**src/rtl/instruction_fetch_stage.sv**
```systemverilog
// instruction_fetch_stage: IF stage of the 5-stage MIPS pipeline.
// Owns the PC and next-PC select (PC+4, branch, j, jr), and drives the
// instruction memory word address. It latches the fetched word and its
// PC+4 into the IF/ID register, honouring stall, flush and redirect.
// Ports:
//   Clk, Reset                     clock, synchronous active-high reset
//   Stall, Flush                   hazard hold / squash of IF/ID
//   BranchTaken, BranchTarget      resolved taken branch and its target
//   Jump, JumpIndex                j/jal in ID and its instr[25:0]
//   JumpReg, JumpRegTarget         jr in ID and its rs value
//   Instruction                    combinational imem read data
//   PCAddress                      current PC to imem
//   IFID_Instruction/PCPlus4/Valid IF/ID pipeline register outputs
// Build option: define DELAY_SLOT_EN to keep the instruction fetched
// alongside a taken redirect as a valid branch delay slot.
module instruction_fetch_stage #(
    parameter logic [31:0] RESET_PC = 32'h00000000,
    parameter logic [31:0] NOP_WORD = 32'h00000000
) (
    input  logic        Clk,
    input  logic        Reset,
    input  logic        Stall,
    input  logic        Flush,
    input  logic        BranchTaken,
    input  logic [31:0] BranchTarget,
    input  logic        Jump,
    input  logic [25:0] JumpIndex,
    input  logic        JumpReg,
    input  logic [31:0] JumpRegTarget,
    input  logic [31:0] Instruction,
    output logic [31:0] PCAddress,
    output logic [31:0] IFID_Instruction,
    output logic [31:0] IFID_PCPlus4,
    output logic        IFID_Valid
);

    logic [31:0] pc;
    logic [31:0] pc_plus4;
    logic [31:0] target_raw;
    logic [31:0] target;
    logic        redirect;

    assign PCAddress = pc;
    assign pc_plus4  = pc + 32'd4;
    assign redirect  = JumpReg | Jump | BranchTaken;

    // jr outranks j, which outranks a taken branch
    always_comb begin
        target_raw = BranchTarget;
        if (JumpReg) begin
            target_raw = JumpRegTarget;
        end else if (Jump) begin
            target_raw = {IFID_PCPlus4[31:28], JumpIndex, 2'b00};
        end
    end

    // Every redirect target is word aligned
    assign target = {target_raw[31:2], 2'b00};

    always_ff @(posedge Clk) begin
        if (Reset) begin
            pc               <= RESET_PC;
            IFID_Instruction <= NOP_WORD;
            IFID_PCPlus4     <= 32'd0;
            IFID_Valid       <= 1'b0;
        end else begin
            // A redirect must win over a stall or the branch would be lost
            if (redirect) begin
                pc <= target;
            end else if (!Stall) begin
                pc <= pc_plus4;
            end

            if (Flush) begin
                IFID_Instruction <= NOP_WORD;
                IFID_PCPlus4     <= pc_plus4;
                IFID_Valid       <= 1'b0;
`ifdef DELAY_SLOT_EN
            end else if (redirect) begin
                // The word fetched with the redirect is the delay slot
                IFID_Instruction <= Instruction;
                IFID_PCPlus4     <= pc_plus4;
                IFID_Valid       <= 1'b1;
`else
            end else if (redirect) begin
                // Wrong-path fetch: squash it
                IFID_Instruction <= NOP_WORD;
                IFID_PCPlus4     <= pc_plus4;
                IFID_Valid       <= 1'b0;
`endif
            end else if (!Stall) begin
                IFID_Instruction <= Instruction;
                IFID_PCPlus4     <= pc_plus4;
                IFID_Valid       <= 1'b1;
            end
        end
    end

endmodule

```
**config.mk**
```make
export PLATFORM = sky130hd
export DESIGN_NAME = instruction_fetch_stage
export DESIGN_NICKNAME = d
export VERILOG_FILES = /design/src/rtl/instruction_fetch_stage.sv
export SDC_FILE = /design/constraint.sdc
export NUM_CORES = 1
export LEC_CHECK = 0
export BUFFER_PORTS_ARGS = -buffer_cell sky130_fd_sc_hd__buf_2
export CELL_PAD_IN_SITES_DETAIL_PLACEMENT = 1
export CELL_PAD_IN_SITES_GLOBAL_PLACEMENT = 1
export CORE_MARGIN = 4
export CORE_UTILIZATION = 28
export CTS_BUF_LIST = sky130_fd_sc_hd__clkbuf_16
export DETAILED_ROUTE_END_ITERATION = 12
export PLACE_DENSITY_LB_ADDON = 0.1
export SYNTH_ARGS = -nofsm -noshare
export SYNTH_HDL_FRONTEND = slang
export SYNTH_SLANG_ARGS = --single-unit
```
**constraint.sdc**
```tcl
create_clock -name Clk -period 4.1 [get_ports Clk]
set_input_delay 0.205 -clock Clk [delete_from_list [all_inputs] [get_ports Clk]]
set_output_delay 0.205 -clock Clk [all_outputs]
set_load 0.03 [all_outputs]
```
==> out/metrics.cfg <==
[synth]
count_of_different_cell_masters_after_synthesis = 53
yosys_register_bits = 93
syn-cell-area_um2 = 4810
seq_area_frac_synth_pct = 38.7
synth-edff-count = 0
cells_after_synthesis = 578
synth_async_sr_flop_share_pct = 0
synth-warning-count = 0
synth_flop_cell = sky130_fd_sc_hd__dfxtp_1
synth.avg_cell_area_um2 = 8.33

[cts]
total_clock_buffers_created_by_cts = 9
tritoncts_clock_tree = done
level_count_of_the_clock_h_tree = 3
path_clk_slew_ns = 0.07
clock_tree.buffer_depth = 2
post_cts.resized_instances = 0
cts.hold.buffers_added = 0
cts.sink_count = 93
post_cts_buffers = 0
cts.root.buffer_cell = sky130_fd_sc_hd__clkbuf_16
clock_latency_of_the_later_clocked_register_in_the_worst_skew_pair_ns = 0.35

[sta]
hold_ws_ns = 0.0890
slew_headroom_pct = 23.5
rsz0062_at_grt = false
tightestPinTransition_ns = 1.15
post-route-min-period_ns = 2.63
final-hold-violation-count = 0
finalSetupTns_ns = 0
timing.final.setup_violations = 0
achievable-frequency_mhz = 380
period_share_pct = 64.2
report.final.slew_viol_count = 0
skew_final_ns = 0.00770

[critical_path]
regToRegEndpoint = IFID_PCPlus4[30]
worstSetupPathType = reg2reg
worstPathRequired_ns = 4.30
critical_path_peak_fanout = 16
crit_path_cell_chain = nand4_2 > nor4_1 > nand4_1 > xor2_1 > a211oi_1
critical_path.top_delay_family = simple AND/OR/NAND/NOR gates
timing.reg2reg.worst_path_depth = 5
critPathBufInv = 0
crit-reg2reg-launch = PCAddress[15]
critical_path.max_stage_delay_ns = 0.92
setup.worst_path.end_class = flip-flop
cp_data_arrival_time_ns = 2.83
slowest_stage = sky130_fd_sc_hd__nor4_1
r2r_setup_slack_ns = 1.47
worstSetupStartpointType = flip-flop

[layout]
layout_common_cells = sky130_fd_sc_hd__buf_2 (217), sky130_fd_sc_hd__dfxtp_1 (93), sky130_fd_sc_hd__nor2_1 (84)
layoutNonFillerInstCount = 984
mostFrequentLayoutCell = sky130_fd_sc_hd__buf_2
areaGrowthSynthToFinish_pct = 30.0
diodes = 0
post_route_cells_drive_above_1_share_pct = 32.7
final_nets = 889
finish.utilization_pct = 37.5

[floorplanning]
start_util_pct = 28.8
core-area_um2 = 16700
floorplan.die.width_um = 139
design.die.area_um2 = 19400
die_height_um = 139
design.portCount = 226
core.rowCount = 47

[routing]
vias = 5012
detail_route.drc_violations = 0
routed_wire_length_per_instance_um = 18.6
first_iter_violations = 148
routed_wl_um = 18300
via_per_inst = 5.09
drt-pass1-iter-count = 4
antenna_left = 0

[worst_hold_path]
hold_start = Instruction[17]
hold-path-cell-count = 3
hold_path_end = IFID_Instruction[17]
hold_class = in2reg

[global_routing]
grt_start_max_net_pins = 58
grt_overflow = 0
globalRouteTotalUtil_pct = 18.6
vias_in_the_first_global_route = 5284
grt_antenna_before_repair = 0
grt_first_pass_wirelength_um = 28800

[placed_design]
detailedPlacementHpwl_um = 13900
numPlacedInstances = 968
place.gp.congestion = 0.802
numPortBuffers = 217

[pwr]
power_per_cell_area_nw_per_um2 = 364
vdd.ir_drop.worst_v = 0.000189
totalPowerFinal_mw = 2.28
p_leak_nw = 2.79

[run_status]
status = completed

[flow_run]
drv_cap = 0

==> state kept, by name (all words and copies together) (netlist names) <==
register and cells:
IFID_PCPlus4 30, PCAddress 30, IFID_Instruction 32, IFID_Valid 1
==> through the flow <==
| step | worst slack (ns) | cell area (µm²) |
|---|---|---|
| finish | 1.47 | 6260 |
| global route | 1.17 | 6260 |
| CTS | 1.36 | 6260 |
| detailed placement | 1.21 | 5960 |
| global placement | 1.28 | 5960 |
| floorplan | 1.75 | 4820 |
==> synth_stat cells (all sizes together), types with 4 or more instances <==
cell type,number,area [µm²]
a211oi,26,195
a21oi,23,115
a221o,10,100
a22oi,12,90.1
and4,7,63.8
buf,23,135
clkbuf,30,113
dfxtp,93,1860
inv,10,37.5
mux2i,32,320
nand2,32,120
nand3,12,60.1
nand4,15,136
nor2,84,315
nor2b,5,31.3
nor3,20,105
nor3b,4,30.0
nor4,14,87.6
o21ai,35,175
o22ai,14,87.6
or3,6,37.5
xnor2,22,193
xor2,11,96.3
==> worst register-to-register path, stage by stage (launching register included) <==
cell,delay [ns]
sky130_fd_sc_hd__dfxtp_1,0.56
sky130_fd_sc_hd__nand4_2,0.46
sky130_fd_sc_hd__nor4_1,0.93
sky130_fd_sc_hd__nand4_1,0.20
sky130_fd_sc_hd__xor2_1,0.23
sky130_fd_sc_hd__a211oi_1,0.10
==> worst max path at each step <==
stage             startpoint                to  cells after the start
6_report       PCAddress[15]  IFID_PCPlus4[30]                      5
5_1_grt         PCAddress[2]  IFID_PCPlus4[30]                      6
4_1_cts         PCAddress[2]  IFID_PCPlus4[30]                      6
3_5_place_dp         JumpReg  IFID_PCPlus4[22]                      5
3_3_place_gp         JumpReg  IFID_PCPlus4[26]                      5
2_1_floorplan   PCAddress[2]  IFID_PCPlus4[22]                      6
==> routing by layer <==
metal / vias up / global-route usage (%) / share of wire [%]
li1: 2469 / - / -
met1: 2431 / 21.7 / 41
met2: 97 / 34.6 / 54
met3: 15 / 3.72 / 3.5
met4: 0 / 4.53 / 1.2
met5: - / 0 / 0
==> power breakdown <==
part | leakage (nW) | internal, mW | switching [mW] | total [mW]
clock network | 0.142 | 0.475 | 0.387 | 0.862
logic | 1.88 | 0.156 | 0.252 | 0.408
registers | 0.762 | 0.947 | 0.0615 | 1.01
==> kinds of logic after synthesis <==
| logic type | after synthesis | share of synthesized area, % |
|---|---|---|
| mux | 32 | 6.65 |
| fa+ha+maj | 1 | 0.260 |
| compound gates | 145 | 20.4 |
| other cells | 1 | 0.0779 |
| buf+inv | 65 | 6.21 |
| xor+xnor | 33 | 6.00 |
| flops | 93 | 38.7 |
| simple gates | 208 | 21.8 |
==> area by class of cell <==
type | instances | area, µm²
inverters | 11 | 41.3
repair buffers | 221 | 1120
flip-flops and latches | 93 | 1860
multi-input cells | 423 | 2670
clock inverters | 7 | 72.6
well taps | 220 | 275
fillers | 2082 | 10400
clock buffers | 9 | 225
Note: power is estimated with default switching activity, not from simulation.
